## config.mk

```make
export PLATFORM = sky130hd
export DESIGN_NAME = control_modulo
export DESIGN_NICKNAME = d
export VERILOG_FILES = /design/src/rtl/modulo_pkg.sv /design/src/rtl/wait_cnt_modulo.sv /design/src/rtl/control_modulo.sv
export SDC_FILE = /design/constraint.sdc
export NUM_CORES = 1
export LEC_CHECK = 0
export BUFFER_PORTS_ARGS = -buffer_cell sky130_fd_sc_hd__buf_2
export CORE_MARGIN = 5
export CORE_UTILIZATION = 42
export CTS_BUF_LIST = sky130_fd_sc_hd__clkbuf_4
export DETAILED_ROUTE_END_ITERATION = 16
export GPL_ROUTABILITY_DRIVEN = 1
export HOLD_SLACK_MARGIN = 0.15
export PLACE_DENSITY = 0.86
export RECOVER_POWER = 100
export SYNTH_ARGS = -nofsm -noshare
export SYNTH_HDL_FRONTEND = slang
export SYNTH_SLANG_ARGS = --single-unit
```

## constraint.sdc

```tcl
create_clock -name clk -period 2.8 [get_ports clk]
set_input_delay 0 -clock clk [delete_from_list [all_inputs] [get_ports clk]]
set_output_delay 0 -clock clk [all_outputs]
set_load 0.005 [all_outputs]
```

## src/rtl/modulo_pkg.sv

```systemverilog
// Shared constants and the controller state type for the modulo datapath,
// ALU and controller.
package modulo_pkg;

    localparam int OP_W = 16;

    localparam logic [2:0] ALU_NOP = 3'd0;
    localparam logic [2:0] ALU_SUB = 3'd1;  // a - b
    localparam logic [2:0] ALU_LT  = 3'd2;  // bit 0 = signed(a) < signed(b)

    typedef enum logic [3:0] {
        IDLE    = 4'd0,
        LOAD    = 4'd1,
        INIT    = 4'd2,
        CMP     = 4'd3,
        TERM_WB = 4'd4,
        CHECK   = 4'd5,
        SUB     = 4'd6,
        SUB_WB  = 4'd7,
        DONE    = 4'd8
    } ctrl_state_t;

endpackage

```

## src/rtl/wait_cnt_modulo.sv

```systemverilog
// Loadable down-counter; o_tc is high when the count has reached zero.
module wait_cnt_modulo #(
    parameter int W = 3
) (
    input  logic         clk,
    input  logic         rst_ni,
    input  logic         i_load,
    input  logic [W-1:0] i_load_val,
    output logic         o_tc
);

    logic [W-1:0] r_cnt;

    always_ff @(posedge clk or negedge rst_ni) begin
        if (!rst_ni) begin
            r_cnt <= '0;
        end else if (i_load) begin
            r_cnt <= i_load_val;
        end else if (r_cnt != '0) begin
            r_cnt <= r_cnt - 1'b1;
        end
    end

    assign o_tc = (r_cnt == '0);

endmodule

```

## src/rtl/control_modulo.sv

```systemverilog
// Controller sequencing datapath_modulo through Zahl1 mod Zahl2 by compare/subtract.
// Optional iteration limit enabled by defining MODULO_TIMEOUT_EN.
//
// state   | meaning
// IDLE    | wait for start_i
// LOAD    | latch operands; operand error skips to DONE
// INIT    | ergebnis := Zahl1
// CMP     | ALU computes ergebnis < Zahl2 for ALU_LAT cycles
// TERM_WB | termination flag := ALU bit 0
// CHECK   | datapath reports valid when ergebnis < Zahl2
// SUB     | ALU computes ergebnis - Zahl2 for ALU_LAT cycles
// SUB_WB  | ergebnis := ALU result
// DONE    | one-cycle done_o (err_o on abort)
module control_modulo
    import modulo_pkg::*;
#(
    parameter int ALU_LAT = 2
`ifdef MODULO_TIMEOUT_EN
    ,
    parameter int MAX_ITER = 16'hFFFF
`endif
) (
    input  logic            clk,
    input  logic            rst_ni,
    input  logic            start_i,
    input  logic [OP_W-1:0] zahl1_i,
    input  logic [OP_W-1:0] zahl2_i,
    input  logic            valid_i,
    output logic [2:0]      alu_mode_o,
    output logic            wren_update_zahlen_o,
    output logic            wren_zahl1_to_erg_o,
    output logic            wren_term_erg_o,
    output logic            wren_res_to_erg_o,
    output logic            erg_to_alu_a_o,
    output logic            zahl2_to_alu_b_o,
    output logic            check_for_termination_o,
    output logic            busy_o,
    output logic            done_o,
    output logic            err_o
);

    localparam logic [2:0] LAT_M1 = 3'(ALU_LAT - 1);

    ctrl_state_t r_state;
    ctrl_state_t w_state_nxt;
    logic        r_err;
    logic        w_op_err;
    logic        w_timeout;
    logic        w_cnt_load;
    logic        w_cnt_tc;
    logic        w_unused_zahl1;

    // only the sign of the dividend matters to the controller
    assign w_unused_zahl1 = &{1'b0, zahl1_i[OP_W-2:0]};
    assign w_op_err       = (zahl2_i == '0) | zahl1_i[OP_W-1] | zahl2_i[OP_W-1];
    assign w_cnt_load     = (r_state != CMP) && (r_state != SUB);

    wait_cnt_modulo #(
        .W(3)
    ) u_wait_cnt (
        .clk       (clk),
        .rst_ni    (rst_ni),
        .i_load    (w_cnt_load),
        .i_load_val(LAT_M1),
        .o_tc      (w_cnt_tc)
    );

`ifdef MODULO_TIMEOUT_EN
    localparam logic [15:0] MAX_ITER_W = 16'(MAX_ITER);
    logic [15:0] r_iter;

    always_ff @(posedge clk or negedge rst_ni) begin
        if (!rst_ni) begin
            r_iter <= '0;
        end else if (r_state == LOAD) begin
            r_iter <= '0;
        end else if (r_state == SUB_WB) begin
            r_iter <= r_iter + 16'd1;
        end
    end

    assign w_timeout = (r_state == SUB_WB) && ((r_iter + 16'd1) == MAX_ITER_W);
`else
    assign w_timeout = 1'b0;
`endif

    always_ff @(posedge clk or negedge rst_ni) begin
        if (!rst_ni) begin
            r_state <= IDLE;
            r_err   <= 1'b0;
        end else begin
            r_state <= w_state_nxt;
            if (r_state == IDLE && start_i) begin
                r_err <= w_op_err;
            end else if (w_timeout) begin
                r_err <= 1'b1;
            end
        end
    end

    always_comb begin
        w_state_nxt = r_state;
        case (r_state)
            IDLE:    if (start_i) w_state_nxt = LOAD;
            LOAD:    w_state_nxt = r_err ? DONE : INIT;
            INIT:    w_state_nxt = CMP;
            CMP:     if (w_cnt_tc) w_state_nxt = TERM_WB;
            TERM_WB: w_state_nxt = CHECK;
            CHECK:   w_state_nxt = valid_i ? DONE : SUB;
            SUB:     if (w_cnt_tc) w_state_nxt = SUB_WB;
            SUB_WB:  w_state_nxt = w_timeout ? DONE : CMP;
            DONE:    w_state_nxt = IDLE;
            default: w_state_nxt = IDLE;
        endcase
    end

    always_comb begin
        alu_mode_o              = ALU_NOP;
        wren_update_zahlen_o    = 1'b0;
        wren_zahl1_to_erg_o     = 1'b0;
        wren_term_erg_o         = 1'b0;
        wren_res_to_erg_o       = 1'b0;
        erg_to_alu_a_o          = 1'b0;
        zahl2_to_alu_b_o        = 1'b0;
        check_for_termination_o = 1'b0;
        done_o                  = 1'b0;
        err_o                   = 1'b0;
        busy_o                  = (r_state != IDLE);
        case (r_state)
            LOAD:    wren_update_zahlen_o = 1'b1;
            INIT:    wren_zahl1_to_erg_o  = 1'b1;
            CMP: begin
                alu_mode_o       = ALU_LT;
                erg_to_alu_a_o   = 1'b1;
                zahl2_to_alu_b_o = 1'b1;
            end
            TERM_WB: wren_term_erg_o = 1'b1;
            CHECK:   check_for_termination_o = 1'b1;
            SUB: begin
                alu_mode_o       = ALU_SUB;
                erg_to_alu_a_o   = 1'b1;
                zahl2_to_alu_b_o = 1'b1;
            end
            SUB_WB:  wren_res_to_erg_o = 1'b1;
            DONE: begin
                done_o = 1'b1;
                err_o  = r_err;
            end
            default: ;
        endcase
    end

endmodule
```

==> flow_summary_export.csv, run 1 <==
group,metric,value,unit
die,die_height,47.9,µm
global_route,antenna_found_initial,0,
synth,async_flop_share,100,%
timing,post-route-period-util,89.3,%
timing,hold_viol,0,
synth,avgSynthCellArea,8.49,µm²
run,cap_violations,0,
critical_path,cp_common_cell,"dlygate4sd3_1",
critical_path,ff2ff_path_depth,4,
timing,setup-tns-final,0,ps
power_and_ir_drop,p_switching,224,µW
critical_path,critical-path-max-stage-delay,580,ps
critical_path,critical_path_arrival,2690,ps
detailed_routing,drt-total-wl,1670,µm
die,initial_utilization,45.2,%
critical_path,rr_startpoint,"r_state[0]",
final_layout,area.growth.synth_to_final,33.8,%
die,rows,13,
final_layout,diodes,0,
min_path,whs_endpoint,"r_state[0]",
synth,postSynthNetCount,109,
global_route,grt_pass1_vias,665,
synth,yosysWarnings,0,
critical_path,reg2reg_slack,1130,ps
min_path,min_path_type,"in -> reg",
detailed_routing,wire_per_inst,13.7,µm
timing,fmax,0.400,GHz
detailed_routing,antenna_left,0,
detailed_routing,drc,0,
power_and_ir_drop,p_int,319,µW
clock_tree,clk_pin_slew,60,ps
die,coreArea,1330,µm²
global_route,overflow,0,
final_layout,nets,147,
synth,netlist_area,603,µm²
critical_path,required,2990,ps
critical_path,cpMaxStageDelayCell,"dlygate4sd3_1",
global_route,grt_pass1_wl,2730,µm
power_and_ir_drop,ir_drop,0.000407,V
clock_tree,postCtsSetupBuffers,0,
critical_path,cp-start-kind,"primary input",
critical_path,cp_cell_sequence,"dlygate4sd3_1 -> buf_2 -> nor4_1 -> dlygate4sd3_1 -> nand4_1 -> dlygate4sd3_1 -> a31oi_1 -> dlygate4sd3_1",
timing,finalCriticalPeriod,2500,ps
synth,synthDistinctLibCells,33,
die,dieWidth,47.9,µm
power_and_ir_drop,p_per_area,673,nW/µm²
min_path,hp-start,"start_i",
global_route,grt_max_degree,15,
timing,maxSlewViolCount,0,
final_layout,drive_above_1_share,26.2,%
detailed_routing,drt_iter0_markers,4,
critical_path,cp_max_fo,1,
clock_tree,htreeDepth,1,
outcome,status,"finished clean",
timing,skew,7.74,ps
timing,holdWs,174,ps
min_path,min_path_cells,4,
critical_path,cp-end-kind,"register",
power_and_ir_drop,sw_frac_of_total,41.3,%
power_and_ir_drop,leakage,0.380,nW
synth,syn_inst,71,
clock_tree,cts_tree,"done",
placed_design,numPortBuffers,32,
synth,synth_edf_count,0,
synth,synth-seq-cells,8,
clock_tree,cts.sinks,8,
detailed_routing,routed_via_density,5.33,
global_route,track_usage,17.8,%
power_and_ir_drop,power.share.sequential,38.5,%
placed_design,place_congestion,0.769,
clock_tree,clockBufferDepth,2,
detailed_routing,dr.pass1.iters,4,
power_and_ir_drop,comb_power_share,44.6,%
detailed_routing,vias,650,
clock_tree,insertion_delay,260,ps
timing,final-setup-viol-count,0,
critical_path,r2r_end,"r_err",
power_and_ir_drop,clkPwrFrac,16.9,%
critical_path,path_class,"in -> reg",
die,die_area,2290,µm²
timing,rsz0062_at_grt,"false",
synth,ys_seq_area_share,33.2,%
synth,synth_flop_cell,"dfrtp_1",
clock_tree,clk_root_buffer_cell,"clkbuf_4",
placed_design,place_hpwl,1330,µm
die,ios,49,
clock_tree,cts-buffers-inserted,3,
## Yosys cell counts (all sizes together) (2+ instances only)
library cell | instances | area share (%)
nand2b | 3 | 3.1
a31oi | 3 | 3.1
nor4 | 3 | 3.1
xnor2 | 2 | 2.9
nor2 | 8 | 5.0
buf | 5 | 6.8
nor3 | 7 | 6.6
dfrtp | 8 | 33
and3 | 2 | 2.1
or2b | 2 | 2.5
inv | 4 | 2.5
ha | 2 | 4.1
nand2 | 4 | 2.9
nor2b | 2 | 2.1
## routing by layer
metal | routed length (µm) | GRT usage [%] | part of all wire, %
met5 | 0 | 0 | 0
met4 | 38 | 12.9 | 2.3
met3 | 132 | 2.63 | 7.9
met2 | 806 | 29.0 | 48
met1 | 697 | 20.8 | 42
## kinds of logic (layout without fill, tap and decap cells)
| kind of cell | count (synthesis) | after routing | synth area share, % |
|---|---|---|---|
| adder cells (fa/ha/maj) | 2 | 2 | 4.15 |
| other | 1 | 1 | 0.622 |
| XOR/XNOR | 3 | 3 | 4.36 |
| flip-flops | 8 | 8 | 33.2 |
| buffers and inverters | 10 | 46 | 9.96 |
| AO/OA/AOI/OAI | 10 | 10 | 12.2 |
| multiplexers | 1 | 1 | 1.66 |
| AND/OR/NAND/NOR | 36 | 36 | 33.8 |
## registers in the layout, indices dropped and copies added (netlist names)
name and flops:
r_state 4, u_wait_cnt.r_cnt 3, r_err 1
## power by group through the flow
stage	clock (mW)	combinational, mW	sequential (mW)
3_3_place_gp	0	0.229	0.205
2_1_floorplan	0	0.220	0.160
5_1_grt	0.0998	0.283	0.217
6_report	0.0917	0.242	0.209
4_1_cts	0.0951	0.257	0.210
3_5_place_dp	0	0.241	0.212
## worst max path at each step
stage	from	to	depth (start not counted)
4_1_cts	zahl2_i[7]	r_err	8
2_1_floorplan	u_wait_cnt.r_cnt[0]	r_state[0]	5
3_3_place_gp	u_wait_cnt.r_cnt[0]	r_state[0]	5
5_1_grt	zahl2_i[7]	r_err	8
6_report	zahl2_i[7]	r_err	8
3_5_place_dp	u_wait_cnt.r_cnt[0]	r_state[0]	5
## repair_timing
| action | 4_1_cts | 5_1_grt |
|---|---|---|
| hold buffers | 7 | 0 |
| hold endpoints to repair | 11 | 0 |
| resized for setup | 0 | 0 |
| setup endpoints to repair | 0 | 0 |
## critical path: cells and delay by family
kind            cells  cell delay [ps]
compound gates      1              120
buf+inv             5             2370
simple gates        2              200
## area by class of cell
type	instances	area (µm²)
clock buffers	3	22.5
fillers	130	527
inverters	4	15.0
multi-input cells	53	330
flip-flops and latches	8	200
well taps	15	18.8
repair buffers	39	220
## placed cells by master, fill, tap and decap left out, types with 2 or more instances in the layout
cell            n
buf_2          24
nor2_1          8
clkbuf_1        8
dfrtp_1         8
nor3_1          7
dlygate4sd3_1   7
inv_1           4
nand2_1         4
nand2b_1        3
nor4_1          3
a31oi_1         3
clkbuf_4        3
or2b_1          2
and3_1          2
nor2b_1         2
xnor2_1         2
ha_1            2
## stage by stage
step	cells	setup slack [ps]	total power [mW]	util, %	instance area, µm²
2_1_floorplan	71	1540	0.380	-	603
3_3_place_gp	112	1400	0.434	55.3	737
3_5_place_dp	112	1370	0.453	55.3	737
4_1_cts	122	291	0.562	62.2	830
5_1_grt	122	173	0.599	60.5	807
6_report	122	300	0.543	60.5	807
(Power assumes the default switching activity.)
==> run 2: changes to the inputs <==
--- a/constraint.sdc
+++ b/constraint.sdc
@@ -3,2 +3,2 @@
 set_output_delay 0 -clock clk [all_outputs]
-set_load 0.005 [all_outputs]
+set_load 0.01 [all_outputs]
==> flow_summary_export.csv, run 2 (same netlist as run 1, synthesis figures left out) <==
group,metric,value,unit
outcome,status,"finished clean",
critical_path,cp-start-kind,"primary input",
final_layout,largest_register,"r_state",
die,die_height,47.9,µm
critical_path,path_class,"in -> reg",
detailed_routing,drc,0,
die,die_area,2290,µm²
final_layout,top_regs,"r_state: 4 flops, u_wait_cnt.r_cnt: 3 flops, r_err: 1 flops",
clock_tree,clk_pin_slew,60,ps
detailed_routing,drt_iter0_markers,5,
placed_design,place_congestion,0.769,
global_route,overflow,0,
detailed_routing,dr.pass1.iters,4,
timing,maxSlewViolCount,0,
clock_tree,cts.sinks,8,
timing,hold_viol,0,
die,rows,13,
critical_path,ff2ff_path_depth,4,
die,dieWidth,47.9,µm
clock_tree,cts-buffers-inserted,3,
critical_path,required,2990,ps
min_path,min_path_type,"in -> reg",
final_layout,regArea,200,µm²
run,cap_violations,0,
clock_tree,cts_resized,0,
final_layout,nets,147,
final_layout,multi_input_area,333,µm²
timing,finalWorstSetupSlack,303,ps
placed_design,dpl_cell_area,737,µm²
critical_path,cp_max_fo,1,
clock_tree,htreeDepth,1,
placed_design,numPortBuffers,32,
clock_tree,cts_tree,"done",
final_layout,area.growth.synth_to_final,33.4,%
timing,post-route-period-util,89.2,%
global_route,grt_pass1_wl,2730,µm
clock_tree,clockBufferDepth,2,
detailed_routing,drt-total-wl,1660,µm
timing,rsz0062_at_grt,"false",
timing,setup-tns-final,0,ps
final_layout,drive_above_1_share,23.4,%
die,coreArea,1330,µm²
final_layout,largest_reg_flops,4,
detailed_routing,antenna_left,0,
global_route,antenna_found_initial,0,
clock_tree,insertion_delay,260,ps
global_route,grt_pass1_vias,665,
power_and_ir_drop,ir_drop,0.000422,V
die,ios,49,
min_path,min_path_cells,4,
final_layout,fin_util,60.3,%
timing,finalCriticalPeriod,2500,ps
timing,fmax,0.400,GHz
die,initial_utilization,45.2,%
detailed_routing,vias,661,
critical_path,critical_path_arrival,2690,ps
clock_tree,clk_root_buffer_cell,"clkbuf_4",
global_route,grt_max_degree,15,
global_route,track_usage,17.8,%
placed_design,place_hpwl,1330,µm
final_layout,layout_common_cells,"buf_2 (20), clkbuf_1 (12), nor2_1 (8), dfrtp_1 (8)",
final_layout,fill_cells,133,
timing,skew,6.13,ps
detailed_routing,routed_via_density,5.42,
detailed_routing,wire_per_inst,13.6,µm
final_layout,diodes,0,
timing,final-setup-viol-count,0,
critical_path,cp-end-kind,"register",
power_and_ir_drop,leakage,0.364,nW
final_layout,final_area,805,µm²
power_and_ir_drop,p_per_area,695,nW/µm²
placed_design,pre_cts_ws,1370,ps
final_layout,layout_commonest_cell,"buf_2",
power_and_ir_drop,total_power,559,µW
==> run 2: cell types whose count changed in the layout (fill, tap and decap cells not counted) <==
cell / previous run / this run
nand2_1: 4 / 3
and2_0: 1 / 0
clkbuf_1: 8 / 12
and2_1: 0 / 1
nand2_2: 0 / 1
buf_2: 24 / 20
==> run 2: per-stage QoR <==
stage | std cells | hold slack, ps
after global placement | 112 | -152
after CTS | 122 | 162
after floorplan | 71 | -296
after global routing | 122 | 173
after detailed placement | 112 | -147
final | 122 | 172
==> run 2: repair_timing <==
| action | CTS | global route |
|---|---|---|
| hold buffers | 7 | 0 |
| hold endpoints to repair | 11 | 0 |
| setup buffers | 0 | 0 |
==> run 2: layer usage <==
layer / vias to the layer above / track usage, % / routed length (µm)
li1: 319 / - / -
met1: 303 / 20.8 / 649
met2: 35 / 29.0 / 821
met3: 4 / 2.63 / 151
met4: 0 / 12.9 / 38
met5: - / 0 / 0
==> run 2: worst paths after layout <==
path	startpoint	endpoint	slack, ps
min in group asynchronous	rst_ni	r_state[3]	720
worst max-delay path	zahl2_i[7]	r_err	300
max in group asynchronous	rst_ni	r_err	1800
worst max register to register	r_state[0]	r_err	1120
worst min-delay path	start_i	r_state[0]	170
worst min register to register	u_wait_cnt.r_cnt[2]	u_wait_cnt.r_cnt[2]	600
==> run 2: area by class of cell <==
| cell class | count | area share [%] |
|---|---|---|
| inverters | 4 | 1.87 |
| repair buffers | 39 | 26.7 |
| well taps | 15 | 2.33 |
| multi-input cells | 53 | 41.4 |
| flip-flops and latches | 8 | 24.9 |
| clock buffers | 3 | 2.80 |
==> run 2: critical path: stages <==
cell	delay (ps)
dlygate4sd3_1	540
buf_2	120
nor4_1	140
dlygate4sd3_1	580
nand4_1	60
dlygate4sd3_1	570
a31oi_1	120
dlygate4sd3_1	560
==> run 2: power by group <==
part | switching, mW | internal, mW | leakage, nW
Combinational | 0.133 | 0.123 | 0.251
Sequential | 0.0663 | 0.145 | 0.0996
Clock | 0.0431 | 0.0493 | 0.0138
